==> src/rtl/moving_average_filter_if.sv <==
// Sample stream and filter result bundle between a sample source and moving_average_filter.
// The source drives the master side; the filter sits on the slave side.
interface moving_average_filter_if #(
    parameter int DATA_W     = 8,
    parameter int DEPTH_LOG2 = 3
);
    logic                         in_valid;
    logic [DATA_W-1:0]            in_data;
    logic                         avg_en;
    logic                         clear;
    logic                         out_valid;
    logic [DATA_W-1:0]            out_data;
    logic [DATA_W+DEPTH_LOG2-1:0] sum_out;
    logic                         window_full;

    modport master (
        output in_valid, in_data, avg_en, clear,
        input  out_valid, out_data, sum_out, window_full
    );

    modport slave (
        input  in_valid, in_data, avg_en, clear,
        output out_valid, out_data, sum_out, window_full
    );
endinterface

==> src/rtl/moving_average_filter.sv <==
// Boxcar moving-average filter over a 2**DEPTH_LOG2 circular sample window.
// Keeps a running sum and divides by shift; supports bypass, flush and window-full status.
module moving_average_filter #(
    parameter int DATA_W     = 8,
    parameter int DEPTH_LOG2 = 3
) (
    input  logic                         CLOCK_50,
    input  logic                         reset,
    moving_average_filter_if.slave       bus
);
    localparam int unsigned DEPTH = 1 << DEPTH_LOG2;
    localparam int          SUM_W = DATA_W + DEPTH_LOG2;
    localparam logic [DEPTH_LOG2:0] FULL_COUNT = (DEPTH_LOG2 + 1)'(DEPTH);

    logic [DATA_W-1:0]     sample_buf [DEPTH];
    logic [DEPTH_LOG2-1:0] ptr;
    logic [DEPTH_LOG2:0]   count;
    logic [SUM_W-1:0]      sum;
    logic [SUM_W-1:0]      sum_next;

    // The running sum always includes the slot being overwritten, so the subtract cannot underflow.
    always_comb begin
        sum_next = sum + SUM_W'(bus.in_data) - SUM_W'(sample_buf[ptr]);
    end

    always_ff @(posedge CLOCK_50) begin
        if (reset || bus.clear) begin
            for (int unsigned i = 0; i < DEPTH; i++) begin
                sample_buf[i] <= '0;
            end
            sum             <= '0;
            ptr             <= '0;
            count           <= '0;
            bus.out_valid   <= 1'b0;
            bus.out_data    <= '0;
            bus.sum_out     <= '0;
            bus.window_full <= 1'b0;
        end else begin
            bus.out_valid <= bus.in_valid;
            if (bus.in_valid) begin
                sample_buf[ptr] <= bus.in_data;
                sum             <= sum_next;
                ptr             <= ptr + DEPTH_LOG2'(1);
                if (count != FULL_COUNT) begin
                    count <= count + (DEPTH_LOG2 + 1)'(1);
                end
                bus.out_data <= bus.avg_en ? sum_next[SUM_W-1:DEPTH_LOG2] : bus.in_data;
                bus.sum_out  <= sum_next;
                if (count == FULL_COUNT - (DEPTH_LOG2 + 1)'(1)) begin
                    bus.window_full <= 1'b1;
                end
            end
        end
    end
endmodule

==> src/flat_wrapper.sv <==
// flat-port wrapper written by rule: the top's interface ports become plain ports
module moving_average_filter_flat 
#(
    parameter int DATA_W     = 8,
    parameter int DEPTH_LOG2 = 3
)
  (CLOCK_50, reset, bus_in_valid, bus_in_data, bus_avg_en, bus_clear, bus_out_valid, bus_out_data, bus_sum_out, bus_window_full);
  moving_average_filter_if #(.DATA_W(DATA_W), .DEPTH_LOG2(DEPTH_LOG2)) bus_i ();
  input  logic CLOCK_50;
  input  logic reset;
  input wire logic [$bits(bus_i.in_valid)-1:0] bus_in_valid;
  input wire logic [$bits(bus_i.in_data)-1:0] bus_in_data;
  input wire logic [$bits(bus_i.avg_en)-1:0] bus_avg_en;
  input wire logic [$bits(bus_i.clear)-1:0] bus_clear;
  output wire logic [$bits(bus_i.out_valid)-1:0] bus_out_valid;
  output wire logic [$bits(bus_i.out_data)-1:0] bus_out_data;
  output wire logic [$bits(bus_i.sum_out)-1:0] bus_sum_out;
  output wire logic [$bits(bus_i.window_full)-1:0] bus_window_full;
  assign bus_i.in_valid = bus_in_valid;
  assign bus_i.in_data = bus_in_data;
  assign bus_i.avg_en = bus_avg_en;
  assign bus_i.clear = bus_clear;
  assign bus_out_valid = bus_i.out_valid;
  assign bus_out_data = bus_i.out_data;
  assign bus_sum_out = bus_i.sum_out;
  assign bus_window_full = bus_i.window_full;
  moving_average_filter #(.DATA_W(DATA_W), .DEPTH_LOG2(DEPTH_LOG2)) u_core (.CLOCK_50(CLOCK_50), .reset(reset), .bus(bus_i));
endmodule
==> config.mk <==
export PLATFORM = sky130hd
export DESIGN_NAME = moving_average_filter_flat
export DESIGN_NICKNAME = d
export VERILOG_FILES = /design/src/rtl/moving_average_filter_if.sv /design/src/rtl/moving_average_filter.sv /design/src/flat_wrapper.sv
export SDC_FILE = /design/constraint.sdc
export NUM_CORES = 1
export LEC_CHECK = 0
export BUFFER_PORTS_ARGS = -buffer_cell sky130_fd_sc_hd__buf_2
export CORE_MARGIN = 2
export CORE_UTILIZATION = 60
export CTS_CLUSTER_DIAMETER = 50
export DETAILED_ROUTE_END_ITERATION = 7
export GPL_ROUTABILITY_DRIVEN = 0
export PLACE_DENSITY = 0.88
export SETUP_SLACK_MARGIN = 0.15
export SYNTH_ARGS = -nofsm -noshare
export SYNTH_HDL_FRONTEND = slang
export SYNTH_SLANG_ARGS = --single-unit
==> constraint.sdc <==
create_clock -name CLOCK_50 -period 4.6 [get_ports CLOCK_50]
set_input_delay 0.69 -clock CLOCK_50 [delete_from_list [all_inputs] [get_ports CLOCK_50]]
set_output_delay 0.69 -clock CLOCK_50 [all_outputs]
set_load 0.05 [all_outputs]
==> results.json <==
{
  "viasPerCell": 6.22,
  "avgSynthCellArea_sq_um": 11.8,
  "cts_buffers": 9,
  "ant_nets": 0,
  "die_h_microns": 94.3,
  "num_antenna_cells": 0,
  "drt_pass1_iterations": 5,
  "final_common_cell": "edfxtp_1",
  "powerDensity_mw_per_mm2": 381,
  "arrival_ps": 4130,
  "layout_common_cells": "edfxtp_1 (64), nor4_1 (34), inv_1 (33), buf_2 (33), dfxtp_1 (31)",
  "route.detailed.drc": 0,
  "yosys.area.top_type": "edfxtp_1",
  "grtUsageMet1_pct": 34.8,
  "skew_ps": 8.88,
  "async_flop_share_pct": 0,
  "p_leak_nw": 2.10,
  "ys_warn_count": 0,
  "drv_cap": 0,
  "die_w_microns": 94.3,
  "path_class": "register to register",
  "cp.required_ps": 4900,
  "fin_nets": 480,
  "use_met2_pct": 46.2,
  "synthesis.area_sq_mm": 0.00489,
  "timing.hold.ws_ps": 490,
  "setup_tns_ps": 0,
  "cts.path.max_buffers": 2,
  "coreArea_sq_mm": 0.00781,
  "start_kind": "register",
  "timing.final.crit_share_pct": 83.5,
  "synth_area_leaders": "edfxtp_1 (39%), dfxtp_1 (13%), mux4_2 (7.4%)",
  "worstSkewPairLatency_ps": 360,
  "cts_resized": 0,
  "num-fill-cells": 590,
  "grt-busiest-layer": "met2",
  "ys.flop_type": "edfxtp_1",
  "grtUsageMet3_pct": 5.38,
  "io_buffers": 33,
  "place_area_sq_mm": 0.00519,
  "drive_gt1_share_pct": 22.5,
  "wl_mm": 11.0,
  "status": "completed",
  "post-dp-hpwl_mm": 7.48,
  "synth.distinct_cells": 58,
  "wl_per_cell_microns": 19.9,
  "antenna_found_initial": 0,
  "final_area_sq_mm": 0.00540,
  "grt_pass1_vias": 3453,
  "synthToLayoutAreaGrowth_pct": 10.4,
  "rsz0062_at_grt": "false",
  "power_mw": 2.06,
  "drv_slew": 0,
  "syn-num-nets": 449,
  "slew_headroom_pct": 49.8,
  "initial_core_util_pct": 62.6,
  "seq_area_sq_mm": 0.00254,
  "cts_root_buf": "clkbuf_8",
  "worst_pin_slew_ps": 751,
  "netlist_instances": 414,
  "dr.first_iter.drc_count": 262,
  "h-tree-depth": 3,
  "dr_total_vias": 3428,
  "multi_input_area_sq_mm": 0.00208,
  "ys_seq_elements": 95,
  "hold_class": "register to register",
  "dieArea_sq_mm": 0.00888,
  "grt_usage_pct": 26.9,
  "synth_edf_count": 64,
  "cp_max_fo": 16,
  "cts_hold_buf": 0,
  "hold_viol": 0,
  "peakVddDrop_mv": 0.282,
  "clkTransAtPathRegs_ps": 90,
  "io_pins": 34,
  "setup_viol": 0,
  "cts.sinks": 95,
  "max_freq_ghz": 0.260,
  "seq_area_frac_synth_pct": 52.0,
  "cts_setup_buffers": 0,
  "crit_path_end_kind": "register",
  "grt_first_pass_wirelength_mm": 17.7,
  "grt_max_degree": 35,
  "final.min_clock_period_ps": 3840,
  "yosysTopAreaCellShare_pct": 39.3,
  "grt_overflow": 0,
  "cts_tree": "built",
  "fp-row-count": 32
}
-- path summary, 6_finish.rpt --
kind | start | end | slack, ps | cells past startpoint
hold reg to reg | u_core.bus.window_full | u_core.bus.window_full | 490 | 2
setup reg to reg | register | u_core.sum[10] | 760 | 10
hold / removal | u_core.bus.window_full | u_core.bus.window_full | 490 | 2
setup / recovery | register | u_core.sum[10] | 760 | 10
-- synthesized netlist by cell type (10+ instances only) --
cell / n
inv_1: 33
and2_1: 10
nor3_1: 27
nor2_1: 21
dfxtp_1: 31
a21oi_1: 11
mux4_2: 16
clkbuf_1: 22
edfxtp_1: 64
nor4_1: 34
ha_1: 14
nand2_1: 11
o21ai_0: 14
-- metrics by stage --
stage | std cells | utilization, % | worst slack (ps)
2_1_floorplan | 414 | - | 852
3_3_place_gp | 536 | 66.4 | 920
3_5_place_dp | 536 | 66.4 | 813
4_1_cts | 551 | 69.1 | 755
5_1_grt | 551 | 69.1 | 602
6_report | 551 | 69.1 | 761
-- state kept, by name, indices dropped and copies added, names as in the netlist, named ones only --
name                    count
u_core.sample_buf          64
u_core.sum                 11
u_core.bus.out_data         8
u_core.count                4
u_core.ptr                  3
u_core.bus.out_valid        1
u_core.bus.window_full      1
-- worst max-delay path: stages, from the launching register on --
cell and delay [ps]:
dfxtp_1 820, mux4_2 410, mux2_2 300, fa_1 500
inv_1 70, fa_1 470, a21o_1 230, a221oi_4 340
a211oi_2 150, a2111o_1 440, o21ai_2 60
-- routing by layer --
metal / wire (microns) / part of all wire, % / vias to the layer above
met1: 4300 / 39 / 1648
met5: 0 / 0 / -
met4: 175 / 1.6 / 0
met2: 5500 / 50 / 172
li1: - / - / 1593
met3: 1010 / 9.2 / 15
-- cell type report --
cell class | instances | share of cell area (%)
multi-input combinational | 250 | 38.6
clock buffer | 9 | 2.30
timing repair buffer | 49 | 5.29
sequential | 95 | 47.1
inverter | 40 | 2.78
clock inverter | 6 | 1.60
tap | 102 | 2.36
-- power by group --
part	internal [mW]	switching, mW	total (mW)
Clock	0.301	0.285	0.587
Combinational	0.191	0.304	0.495
Sequential	0.951	0.0252	0.976
Total	1.44	0.614	2.06
-- kinds of logic after synthesis --
| family | count (synthesis) | synth area share, % |
|---|---|---|
| compound gates | 60 | 9.06 |
| xor+xnor | 11 | 1.97 |
| fa+ha+maj | 22 | 6.86 |
| buf+inv | 69 | 5.43 |
| flops | 95 | 52.0 |
| mux | 32 | 10.9 |
| simple gates | 125 | 13.8 |
Power figures use the tool's default switching activity.
